[config.mk]
export PLATFORM = sky130hd
export DESIGN_NAME = render_sequencer
export DESIGN_NICKNAME = d
export VERILOG_FILES = /design/src/rtl/render_pkg.sv /design/src/rtl/pixel_clip_reg.sv /design/src/rtl/render_sequencer.sv
export SDC_FILE = /design/constraint.sdc
export NUM_CORES = 1
export LEC_CHECK = 0
export ABC_AREA = 1
export CORE_MARGIN = 4
export CORE_UTILIZATION = 40
export CTS_CLUSTER_SIZE = 25
export DETAILED_ROUTE_END_ITERATION = 6
export PLACE_DENSITY_LB_ADDON = 0.12
export SLEW_MARGIN = 15
export SYNTH_ARGS = -nofsm -noshare
export SYNTH_HDL_FRONTEND = slang
export SYNTH_SLANG_ARGS = --single-unit
[constraint.sdc]
create_clock -name clk -period 3.05 [get_ports clk]
set_input_delay 0.305 -clock clk [delete_from_list [all_inputs] [get_ports clk]]
set_output_delay 0.305 -clock clk [all_outputs]
set_load 0.01 [all_outputs]
[src/rtl/render_pkg.sv]
// Shared types and default parameters for the per-frame render sequencer.
package render_pkg;

    typedef enum logic [2:0] {
        IDLE,
        CLR_START,
        CLR_WAIT,
        UPD,
        SETTLE_W,
        DRW_START,
        DRW_WAIT
    } render_state_t;

    localparam int unsigned COORD_W_DEF  = 11;
    localparam int unsigned COLOR_W_DEF  = 3;
    localparam int unsigned H_RES_DEF    = 640;
    localparam int unsigned V_RES_DEF    = 480;
    localparam int unsigned BG_COLOR_DEF = 0;
    localparam int unsigned SETTLE_DEF   = 2;
    localparam int unsigned TIMEOUT_DEF  = 1 << 20;

    // The two states in which a pass streams pixels and the timeout runs.
    function automatic logic is_wait_state(input render_state_t s);
        return (s == CLR_WAIT) || (s == DRW_WAIT);
    endfunction

endpackage

[src/rtl/pixel_clip_reg.sv]
// Selects the active pass's pixel, clips it to the visible area and registers
// it onto the framebuffer write port.
module pixel_clip_reg
    import render_pkg::*;
#(
    parameter int unsigned COORD_W  = COORD_W_DEF,
    parameter int unsigned COLOR_W  = COLOR_W_DEF,
    parameter int unsigned H_RES    = H_RES_DEF,
    parameter int unsigned V_RES    = V_RES_DEF,
    parameter int unsigned BG_COLOR = BG_COLOR_DEF
) (
    input  logic               clk,
    input  logic               reset,
    input  logic               clr_active_i,
    input  logic               drw_active_i,
    input  logic [COORD_W-1:0] clear_x_i,
    input  logic [COORD_W-1:0] clear_y_i,
    input  logic [COORD_W-1:0] draw_x_i,
    input  logic [COORD_W-1:0] draw_y_i,
    input  logic [COLOR_W-1:0] draw_color_i,
    output logic               pixel_we_o,
    output logic [COORD_W-1:0] pixel_x_o,
    output logic [COORD_W-1:0] pixel_y_o,
    output logic [COLOR_W-1:0] pixel_color_o
);

    localparam logic [COORD_W-1:0] H_LIM = COORD_W'(H_RES);
    localparam logic [COORD_W-1:0] V_LIM = COORD_W'(V_RES);
    localparam logic [COLOR_W-1:0] BG    = COLOR_W'(BG_COLOR);

    logic               active;
    logic               we_d;
    logic [COORD_W-1:0] x_d;
    logic [COORD_W-1:0] y_d;
    logic [COLOR_W-1:0] color_d;

    logic               we_q;
    logic [COORD_W-1:0] x_q;
    logic [COORD_W-1:0] y_q;
    logic [COLOR_W-1:0] color_q;

    always_comb begin
        active  = clr_active_i | drw_active_i;
        x_d     = clr_active_i ? clear_x_i : draw_x_i;
        y_d     = clr_active_i ? clear_y_i : draw_y_i;
        color_d = clr_active_i ? BG        : draw_color_i;
        we_d    = active && (x_d < H_LIM) && (y_d < V_LIM);
    end

    // Address/data are captured even for clipped pixels; outside a pass they hold.
    always_ff @(posedge clk) begin
        if (reset) begin
            we_q    <= 1'b0;
            x_q     <= '0;
            y_q     <= '0;
            color_q <= '0;
        end else begin
            we_q <= we_d;
            if (active) begin
                x_q     <= x_d;
                y_q     <= y_d;
                color_q <= color_d;
            end
        end
    end

    assign pixel_we_o    = we_q;
    assign pixel_x_o     = x_q;
    assign pixel_y_o     = y_q;
    assign pixel_color_o = color_q;

endmodule

[src/rtl/render_sequencer.sv]
// Per-frame controller: erase pass, game-state update, settle delay, draw pass,
// with a single clipped and registered framebuffer write port.
module render_sequencer
    import render_pkg::*;
#(
    parameter int unsigned COORD_W  = COORD_W_DEF,
    parameter int unsigned COLOR_W  = COLOR_W_DEF,
    parameter int unsigned H_RES    = H_RES_DEF,
    parameter int unsigned V_RES    = V_RES_DEF,
    parameter int unsigned BG_COLOR = BG_COLOR_DEF,
    parameter int unsigned SETTLE   = SETTLE_DEF,
    parameter int unsigned TIMEOUT  = TIMEOUT_DEF
) (
    input  logic               clk,
    input  logic               reset,
    input  logic               frame_tick,
    input  logic               clear_done,
    input  logic [COORD_W-1:0] clear_x,
    input  logic [COORD_W-1:0] clear_y,
    input  logic               draw_done,
    input  logic [COORD_W-1:0] draw_x,
    input  logic [COORD_W-1:0] draw_y,
    input  logic [COLOR_W-1:0] draw_color,
    output logic               clear_enable,
    output logic               draw_enable,
    output logic               update_pulse,
    output logic               pixel_we,
    output logic [COORD_W-1:0] pixel_x,
    output logic [COORD_W-1:0] pixel_y,
    output logic [COLOR_W-1:0] pixel_color,
    output logic               busy,
    output logic               overrun,
    output logic               timeout_err
);

    localparam int TO_W = $clog2(TIMEOUT) + 1;
    localparam int ST_W = $clog2(SETTLE + 1) + 1;
    localparam logic [TO_W-1:0] TO_LAST = TO_W'(TIMEOUT - 1);
    localparam logic [TO_W-1:0] TO_ONE  = TO_W'(1);
    localparam logic [ST_W-1:0] ST_LAST = ST_W'(SETTLE - 1);
    localparam logic [ST_W-1:0] ST_ONE  = ST_W'(1);

    render_state_t   state_q;
    logic [TO_W-1:0] wait_cnt_q;
    logic [ST_W-1:0] settle_cnt_q;
    logic            clear_enable_q;
    logic            draw_enable_q;
    logic            update_pulse_q;
    logic            busy_q;
    logic            overrun_q;
    logic            timeout_err_q;

    logic            timeout_hit;
    logic            clr_active;
    logic            drw_active;

    // The cycle that trips the timeout is not a write cycle, so we=0 right after abort.
    assign timeout_hit = is_wait_state(state_q) && (wait_cnt_q == TO_LAST);
    assign clr_active  = (state_q == CLR_WAIT) && !timeout_hit;
    assign drw_active  = (state_q == DRW_WAIT) && !timeout_hit;

    always_ff @(posedge clk) begin
        if (reset) begin
            state_q        <= IDLE;
            wait_cnt_q     <= '0;
            settle_cnt_q   <= '0;
            clear_enable_q <= 1'b0;
            draw_enable_q  <= 1'b0;
            update_pulse_q <= 1'b0;
            busy_q         <= 1'b0;
            overrun_q      <= 1'b0;
            timeout_err_q  <= 1'b0;
        end else begin
            clear_enable_q <= 1'b0;
            draw_enable_q  <= 1'b0;
            update_pulse_q <= 1'b0;

            // Ticks are never queued; one arriving mid-frame is only flagged.
            if (frame_tick && (state_q != IDLE)) begin
                overrun_q <= 1'b1;
            end

            case (state_q)
                IDLE: begin
                    if (frame_tick) begin
                        state_q        <= CLR_START;
                        clear_enable_q <= 1'b1;
                        busy_q         <= 1'b1;
                    end
                end
                CLR_START: begin
                    state_q    <= CLR_WAIT;
                    wait_cnt_q <= '0;
                end
                CLR_WAIT: begin
                    wait_cnt_q <= wait_cnt_q + TO_ONE;
                    if (timeout_hit) begin
                        state_q       <= IDLE;
                        busy_q        <= 1'b0;
                        timeout_err_q <= 1'b1;
                    end else if (clear_done) begin
                        state_q        <= UPD;
                        update_pulse_q <= 1'b1;
                    end
                end
                UPD: begin
                    state_q      <= SETTLE_W;
                    settle_cnt_q <= '0;
                end
                SETTLE_W: begin
                    settle_cnt_q <= settle_cnt_q + ST_ONE;
                    if (settle_cnt_q == ST_LAST) begin
                        state_q       <= DRW_START;
                        draw_enable_q <= 1'b1;
                    end
                end
                DRW_START: begin
                    state_q    <= DRW_WAIT;
                    wait_cnt_q <= '0;
                end
                DRW_WAIT: begin
                    wait_cnt_q <= wait_cnt_q + TO_ONE;
                    if (timeout_hit) begin
                        state_q       <= IDLE;
                        busy_q        <= 1'b0;
                        timeout_err_q <= 1'b1;
                    end else if (draw_done) begin
                        state_q <= IDLE;
                        busy_q  <= 1'b0;
                    end
                end
                default: begin
                    state_q <= IDLE;
                    busy_q  <= 1'b0;
                end
            endcase
        end
    end

    pixel_clip_reg #(
        .COORD_W  (COORD_W),
        .COLOR_W  (COLOR_W),
        .H_RES    (H_RES),
        .V_RES    (V_RES),
        .BG_COLOR (BG_COLOR)
    ) u_pixel_clip_reg (
        .clk           (clk),
        .reset         (reset),
        .clr_active_i  (clr_active),
        .drw_active_i  (drw_active),
        .clear_x_i     (clear_x),
        .clear_y_i     (clear_y),
        .draw_x_i      (draw_x),
        .draw_y_i      (draw_y),
        .draw_color_i  (draw_color),
        .pixel_we_o    (pixel_we),
        .pixel_x_o     (pixel_x),
        .pixel_y_o     (pixel_y),
        .pixel_color_o (pixel_color)
    );

    assign clear_enable = clear_enable_q;
    assign draw_enable  = draw_enable_q;
    assign update_pulse = update_pulse_q;
    assign busy         = busy_q;
    assign overrun      = overrun_q;
    assign timeout_err  = timeout_err_q;

endmodule
==> key figures <==
Critical path
  – Worst-path fanout max: 13
  – Crit path kind: reg2reg
  – Slowest CP cell: a21oi_2
  – Startpoint types: flip-flop
  – Crit path cell chain: nand2_4 > nor2_2 > buf_4 > inv_1 > a21oi_2 > o22ai_1 > a21oi_1
  – Worst Path Arrival: 2330 ps
  – Worst Setup End Kind: flip-flop
  – Max incr delay on CP: between 500 and 600 ps
  – WP data required: 3300 ps

Layout
  – Ant diodes: 0
  – Nets: between 500 and 600
  – Layout cells sized above 1: 7.13%
  – Layout Utilization: 57.4%
  – Area delta synth->final: 37.1%

GRT
  – Total grt overflow: 0
  – Largest net degree at the start of global routing: 40
  – Vias in the first global route: around 2700
  – First-pass GRT wire length: 12100 um
  – All-layer global routing usage: between 10% and 20%
  – Initial antenna violation count: 0

Yosys
  – Synth area leaders: dfxtp_1, nand2_1, inv_1
  – Share of the synthesized area in the top cell type: 40.6%
  – Commonest cells in the synthesized netlist: nand2_1, dfxtp_1, inv_1
  – Post-Syn Area: 0.00291 mm^2
  – Most common cell in the netlist: nand2_1
  – Mapped Nets: 461
  – Top FF cell, synth: dfxtp_1
  – Synth Register Bits: 59
  – Post-synth EDFFs: 0
  – Syn_area_per_cell: 7.17 um^2
  – Post-Syn Instances: 406
  – Async set-or-reset flop fraction in the synthesized netlist: 0%
  – YS warnings: 0
  – Distinct cell type count after synthesis: 36
  – Leading area contributor after synthesis: dfxtp_1
  – Sequential area share after synthesis: between 40 and 50%

Run
  – Max-cap violations: 0

STA
  – Clock Skew: 10.9 ps
  – Final period util: 68.1%
  – Setup_tns: 0 ps
  – Slew headroom: 45.4%
  – Crit path time final: 2080 ps
  – Number of setup violations in the final report: 0
  – Worst Tran Pin Value: ~820 ps
  – Fmax: 482 MHz
  – WHS: 453 ps
  – Pins Over Slew Limit: 0
  – RSZ-0062 raised after global routing: no
  – Final Hold Fails: 0

Clock tree
  – Setup bufs post-CTS: 0
  – Resized cells post-CTS: 0
  – Clk Latency, worst-skew pair: 320 ps
  – Clk slew on worst S/H paths: 60 ps
  – CTS tree: built
  – Clock Path Buffers: 2
  – H-tree level count: 3
  – Clk sinks: 59
  – Cts bufs inserted: 9
  – Root Buffer: clkbuf_8
  – Hold Buf Count CTS: 0

Drt
  – Routed wire length: a little over 7000 um
  – Initial DRT Pass Iterations: 5
  – DR vias: 2817
  – Initial DRC Count: about 100
  – Antenna viol nets, final: 0
  – DRC viols: 0
  – WL/cell: 12.3 um
  – Drt via density: 4.80

Die
  – Die Ht: 93.3 um
  – Die ar.: 0.00870 mm^2
  – Num rows: 30
  – Starting density of the core: a little over two fifths
  – Core ar.: 0.00694 mm^2
  – Die W: 93.3 um
  – IO Count: 84

Power
  – Peak supply drop: 391 uV
  – Total power divided by cell area: 702 mW/mm^2
  – Leakage: 1.65 nW

Placement
  – Final Wtd Congestion: 0.791
  – IO Port Bufs: 83
  – HPWL Detailed: 5410 um

Status
  – Status: complete, no violations

Worst hold path
  – Worst hold-check path type: reg2reg
critical path: cells and delay by family, from the launching register on:
kind | cells | cell delay, ps
buf+inv | 2 | 450
simple gates | 2 | 230
flops | 1 | 440
compound gates | 3 | 880
cell usage in the layout, fill, tap and decap left out:
cell / count
nor2_1: 41
nand4_1: 1
bufinv_16: 1
inv_8: 1
a31oi_1: 1
nor3_1: 9
o211ai_1: 8
a22oi_1: 4
clkbuf_1: 3
nor3b_1: 1
nor3_2: 1
a21oi_1: 28
nand3_2: 2
nor2_4: 3
clkinv_1: 1
o21ai_0: 27
dfxtp_1: 59
a211oi_1: 6
clkdlybuf4s50_1: 83
o32ai_1: 1
clkbuf_8: 12
o22ai_1: 12
inv_1: 52
ha_1: 3
nand2_8: 2
a21oi_2: 1
nand2_1: 83
buf_4: 2
inv_2: 2
nand3_1: 26
and3_1: 1
nor4_1: 1
a221oi_1: 1
nand2_4: 2
nand3b_1: 3
nand2_2: 4
a311oi_1: 1
nor2_2: 2
path summary, 6_finish.rpt:
check	endpoint	cells after the start	startpoint	slack, ps
hold / removal	timeout_err	2	timeout_err	450
hold reg to reg	timeout_err	2	timeout_err	450
setup reg to reg	u_pixel_clip_reg.pixel_y_o[1]	7	state_q[1]	970
setup / recovery	u_pixel_clip_reg.pixel_y_o[1]	7	state_q[1]	970
state kept, by name, indices dropped and copies added (netlist names):
| signal | cells |
|---|---|
| busy | 1 |
| u_pixel_clip_reg.pixel_color_o | 3 |
| overrun | 1 |
| settle_cnt_q | 3 |
| state_q | 3 |
| update_pulse | 1 |
| u_pixel_clip_reg.pixel_x_o | 11 |
| u_pixel_clip_reg.pixel_y_o | 11 |
| timeout_err | 1 |
| wait_cnt_q | 21 |
| draw_enable | 1 |
| u_pixel_clip_reg.pixel_we_o | 1 |
| clear_enable | 1 |
per-layer routing:
layer | part of all wire (%) | vias up | global-route usage, %
met5 | 0 | - | 0
met4 | 0.43 | 0 | 4.40
met3 | 7.4 | 4 | 6.84
met2 | 47 | 71 | 28.2
met1 | 45 | 1242 | 20.8
li1 | - | 1500 | -
layout make-up:
class / count / area (um^2)
Tap cell: 96 / 120
Clock buffer: 15 / 176
Inverter: 56 / 218
Timing Repair Buffer: 85 / 846
Sequential cell: 59 / 1180
Multi-Input combinational cell: 275 / 1420
Fill cell: 667 / 2960
Clock inverter: 1 / 30.0
report_power, final:
part           total [mW]  internal (mW)  switching [mW]
Sequential           1.01          0.922          0.0894
Clock               0.736          0.446           0.290
Combinational        1.05          0.471           0.584
through the flow:
| stage | setup slack [ps] | power, mW | std cells | cell area (um^2) |
|---|---|---|---|---|
| 4_1_cts | 974 | 2.84 | 587 | 3990 |
| 2_1_floorplan | 1380 | 1.66 | 406 | 2910 |
| 3_3_place_gp | 1030 | 2.08 | 571 | 3780 |
| 5_1_grt | 770 | 2.99 | 587 | 3990 |
| 6_report | 974 | 2.80 | 587 | 3990 |
| 3_5_place_dp | 988 | 2.09 | 571 | 3780 |
kinds of logic (layout without fill, tap and decap cells):
group / after synthesis / count (layout) / share of synthesized area [%]
compound gates: 90 / 90 / 18.1
fa+ha+maj: 3 / 3 / 1.29
buf+inv: 72 / 157 / 10.7
flops: 59 / 59 / 40.6
simple gates: 182 / 182 / 29.3
Power figures use the tool's default switching activity.
==> RTL change 1, RTL diff (same flow settings) <==
The 7 states of `render_state_t` get a one-hot encoding in 7 bits.
--- a/src/rtl/render_pkg.sv
+++ b/src/rtl/render_pkg.sv
@@ -2,12 +2,12 @@
 package render_pkg;
 
-    typedef enum logic [2:0] {
-        IDLE,
-        CLR_START,
-        CLR_WAIT,
-        UPD,
-        SETTLE_W,
-        DRW_START,
-        DRW_WAIT
+    typedef enum logic [6:0] {
+        IDLE      = 7'b0000001,
+        CLR_START = 7'b0000010,
+        CLR_WAIT  = 7'b0000100,
+        UPD       = 7'b0001000,
+        SETTLE_W  = 7'b0010000,
+        DRW_START = 7'b0100000,
+        DRW_WAIT  = 7'b1000000
     } render_state_t;
 
Formal check against the unedited RTL: no difference found for any inputs over 10 cycles, from zero or initial values and one cycle with reset high; not proved beyond that.
==> RTL change 1 against the original RTL <==
Cell area up 6.3%. Sequential share of layout area increased by 0.12 points. Power fell by 15%. Routed wire length grew 13%. Worst setup slack got worse by 0.19 ns. Sequential cell count rose by 4. Non-clock buffer count stayed put. Area after synthesis up 7.4%. Largest power group is now registers.
==> RTL change 1: results (changes against the original RTL) <==
* Fraction of area in non-clock buffers: 19.9% (was 21.2%)
* Most frequent cells after synthesis: 87 x nand2_1, 63 x dfxtp_1, 51 x inv_1, 38 x a21oi_1, 38 x nor2_1 (was 83 x nand2_1, 59 x dfxtp_1, 52 x inv_1, 41 x nor2_1, 28 x a21oi_1)
- Via count of the first global-routing pass: 3108 (was 2737)
* Net Sw Power: 0.000668 W (was 0.000964 W)
* Portion of the post-synthesis area used by sequential elements: 40.4% (was 40.6%)
- The startpoint of the worst-slack reg-to-reg timing path is state_q[5] (was state_q[1]).
* Sequential cell count: 63 (was 59)
- Arrival time of data at the critical path endpoint: 2.49 ns (was 2.33 ns)
- Area taken by flip-flops and latches: 1260 µm² (was 1180 µm²)
- Drt pass-1 iters: 4 (was 5)
- The final cycle utilization of the critical path is 74.2% (was 68.1%).
* Weighted congestion at the end of routability-driven global placement: 0.905 (was 0.791)
- The sink of the worst hold path was settle_cnt_q[2] (was timeout_err).
* Worst stage delay on the critical path: 0.34 ns (was 0.56 ns)
- Worst hold start: settle_cnt_q[2] (was timeout_err)
- Distinct cells, synth: 37 (was 36)
- The leakage power figure was 1.76 nW (was 1.65 nW).
* Worst Reg-to-Reg Cells: 12 (was 7)
* Instance count along the most critical hold path: 1 (was 2)
- Synth area leaders: dfxtp_1 40%, nand2_1 10%, inv_1 6.1% (was dfxtp_1 41%, nand2_1 11%, inv_1 6.7%)
- The power of the combinational group was 0.000536 W (was 0.00105 W).
- Clock network power share: 37.7% (was 26.3%)
- The tightest hold margin came to 0.437 ns (was 0.453 ns).
- The worst max-slew margin expressed relative to the limit came to 43.9% (was 45.4%).
* Critical path capture point: u_pixel_clip_reg.pixel_y_o[6] (was u_pixel_clip_reg.pixel_y_o[1])
- The instance area after placement came to 4000 µm² (was 3780 µm²).
- Clk_lat worst skew: 0.34 ns (was 0.32 ns)
- Outcome: complete, no violations (unchanged).
* Post-place setup slack: 0.788 ns (was 0.988 ns)
- The number of multi-input combinational cells in the layout is 303 (was 275).
-- RTL change 1: routing by layer --
| metal | vias to the layer above | track usage (%) | wire length, µm |
|---|---|---|---|
| met4 | 0 | 6.43 | 91 |
| met5 | - | 0 | 0 |
| li1 | 1620 | - | - |
| met1 | 1418 | 22.6 | 3610 |
| met2 | 102 | 30.4 | 3720 |
| met3 | 11 | 8.68 | 783 |
-- RTL change 1: cells by family (layout without fill, tap and decap cells) --
| group | Yosys count | after routing | share of synthesized area (%) |
|---|---|---|---|
| flip-flops | 63 | 63 | 40.4 |
| adder cells (fa/ha/maj) | 3 | 3 | 1.20 |
| AO/OA/AOI/OAI | 93 | 93 | 16.5 |
| AND/OR/NAND/NOR | 207 | 207 | 32.0 |
| buffers and inverters | 72 | 157 | 9.93 |
-- RTL change 1: stage by stage --
step	utilization (%)	power, W	std cells
final	57.3	0.00238	622
after detailed placement	53.9	0.00150	606
after global placement	53.9	0.00149	606
after global routing	57.3	0.00251	622
after floorplan	-	0.00126	438
after CTS	57.3	0.00240	622
==> RTL change 2, RTL diff (config.mk and constraints unchanged) <==
Made on the original files. `COORD_W_DEF`: 11 -> 22.
--- a/src/rtl/render_pkg.sv
+++ b/src/rtl/render_pkg.sv
@@ -12,5 +12,5 @@
     } render_state_t;
 
-    localparam int unsigned COORD_W_DEF  = 11;
+    localparam int unsigned COORD_W_DEF  = 22;
     localparam int unsigned COLOR_W_DEF  = 3;
     localparam int unsigned H_RES_DEF    = 640;
Interface: changed (6 resized); port bits go from 84 to 150. The function was not compared with the original's and may differ.
==> RTL change 2 against the original RTL <==
Synthesized cell count is 46% higher. Critical path depth is 3 higher. Maximum frequency is 12% lower. Power is 50% higher. Sequential power is 43% higher. Cell area is 43% higher. Area after synthesis is 37% higher. Clock power is 6.8% higher. Routed wire length is 61% higher. Sequential cell count is 22 higher. Worst hold slack worse by 0.00063 ns. Die area is 34% higher. Worst setup slack worse by 0.29 ns. Critical path type unchanged. Largest power group unchanged. Highest routed layer unchanged.
==> RTL change 2: results (changes against the original RTL) <==
- Outcome: complete, no violations (unchanged).
- Most common flop cell mapped by yosys: dfxtp_1 (unchanged)
- Slew @ Worst Pin: 1.04 ns (was 0.819 ns)
* Total GRT Usage: 19.7% (was 17.1%)
* Share of flip-flops with an asynchronous set or reset: 0% (unchanged)
* Via count of the first global-routing pass: 4035 (was 2737)
* Number of instances in the synthesized netlist: 593 (was 406)
- The met1 track demand over resource is 25.1% (was 20.8%).
- The startpoint of the worst-slack reg-to-reg timing path was wait_cnt_q[0] (was state_q[1]).
- Met3 demand-to-capacity share in global routing: 5.76% (was 6.84%)
- Arrival time of data at the critical path endpoint: 2.64 ns (was 2.33 ns)
* GRT met2 Usage: 31.6% (was 28.2%)
- The sequential share of the synthesized area came to 40.6% (about the same).
* Average vias per placed instance: 4.91 (was 4.80)
* Net count after synthesis: 692 (was 461)
- Number of setup buffers added after CTS: 0 (unchanged)
* CTS clk-pin slew, worst paths: 0.08 ns (was 0.06 ns)
* HPWL after detailed placement: 8.50 mm (was 5.41 mm)
- Most frequent cells after synthesis: 122 x nand2_1, 93 x nor2_1, 81 x dfxtp_1, 74 x inv_1, 49 x o21ai_0 (was 83 x nand2_1, 59 x dfxtp_1, 52 x inv_1, 41 x nor2_1, 28 x a21oi_1).
- Clk_skew: 0.0127 ns (was 0.0109 ns)
* Largest net degree at the start of global routing: 65 (was 40)
- Distinct cells, synth: 35 (was 36)
- Fraction of layout cells with a size suffix above 1: 4.64% (was 7.13%)
- The wire length after detailed routing is 11.6 mm (was 7.24 mm).
- Fin nets: 827 (was 541)
- Filler-free cell count of the finished design: 866 (was 587)
* R2R setup slack: 0.68 ns (was 0.97 ns)
- The clock latency of the later-clocked register in the worst-skew pair is 0.35 ns (was 0.32 ns).
- Static Leakage: 2.44 nW (was 1.65 nW)
- The global-route wire length before repair came to 18.5 mm (was 12.1 mm).
- Drt pass-1 iters: 5 (unchanged)
- The number of buffer cells added on primary ports was 149 (was 83).
- The weighted congestion at the end of routability-driven global placement came to 0.815 (was 0.791).
- The number of cells on the worst reg-to-reg path came to 10 (was 7).
- The number of placed instances with taps included came to 850 (was 571).
- The peak supply drop was 0.000511 V (was 0.000391 V).
* Iteration-0 DRC Markers: 187 (was 101)
* Synth area leaders: dfxtp_1 41%, nand2_1 11%, nor2_1 8.7% (was dfxtp_1 41%, nand2_1 11%, inv_1 6.7%)
## RTL change 2: cell types whose count changed after synthesis, moves of 4 or more
| cell | change |
|---|---|
| nor2_1 | +52 |
| nand2_1 | +39 |
| dfxtp_1 | +22 |
| inv_1 | +22 |
| o21ai_0 | +22 |
| o21ai_1 | +12 |
| a21oi_1 | +9 |
| nand3_1 | +8 |
| buf_2 | +4 |
| clkbuf_1 | +4 |
## RTL change 2: report_power, final
group	switching, W	internal (W)
registers	0.000139	0.00130
clock network	0.000388	0.000398
logic	0.00115	0.000842
total	0.00167	0.00254
## RTL change 2: critical path, stage by stage, from the launching register on
cell and delay [ns]:
dfxtp_1 0.34, ha_1 0.23, inv_1 0.06, nor2_1 0.04, nand2_1 0.09, nor2_2 0.06, nand2_4 0.28, nand2_2 0.10
inv_2 0.72, o21ai_0 0.20, a21oi_1 0.17
## RTL change 2: final cells by class
| type | count | area [µm²] |
|---|---|---|
| Clock buffer | 11 | 141 |
| Fill cell | 931 | 4020 |
| Tap cell | 133 | 166 |
| Clock inverter | 5 | 55.1 |
| Multi-Input combinational cell | 408 | 1930 |
| Inverter | 76 | 285 |
| Timing Repair Buffer | 152 | 1510 |
| Sequential cell | 81 | 1620 |
## RTL change 2: how the worst max path moves through the flow
stage | startpoint | endpoint | slack [ns] | depth (start not counted)
final | wait_cnt_q[0] | u_pixel_clip_reg.pixel_y_o[1] | 0.68 | 10
after global routing | wait_cnt_q[11] | state_q[1] | 0.36 | 13
after CTS | wait_cnt_q[0] | u_pixel_clip_reg.pixel_y_o[1] | 0.67 | 10
after detailed placement | wait_cnt_q[0] | u_pixel_clip_reg.pixel_y_o[1] | 0.69 | 10
after global placement | wait_cnt_q[0] | u_pixel_clip_reg.pixel_x_o[20] | 0.79 | 11
after floorplan | wait_cnt_q[0] | u_pixel_clip_reg.pixel_x_o[15] | 1.29 | 14
## RTL change 2: metal layers
metal | up-vias | wire [µm]
met5 | - | 0
met1 | 1920 | 5070
met2 | 139 | 5310
met3 | 16 | 1010
met4 | 0 | 249
li1 | 2178 | -
## RTL change 2: cell families after synthesis
| logic type | share of synthesized area, % |
|---|---|
| buffers and inverters | 11.1 |
| AO/OA/AOI/OAI | 18.0 |
| AND/OR/NAND/NOR | 29.3 |
| adder cells (fa/ha/maj) | 0.941 |
| flip-flops | 40.6 |
## RTL change 2: metrics by stage
stage / hold slack, ns / util (%) / instance area, µm² / worst slack, ns
after global placement: 0.436 / 56.6 / 5510 / 0.788
after detailed placement: 0.445 / 56.6 / 5510 / 0.686
after global routing: 0.488 / 58.6 / 5710 / 0.357
after CTS: 0.456 / 58.6 / 5710 / 0.675
final: 0.453 / 58.6 / 5710 / 0.681
after floorplan: 0.433 / - / 3990 / 1.29
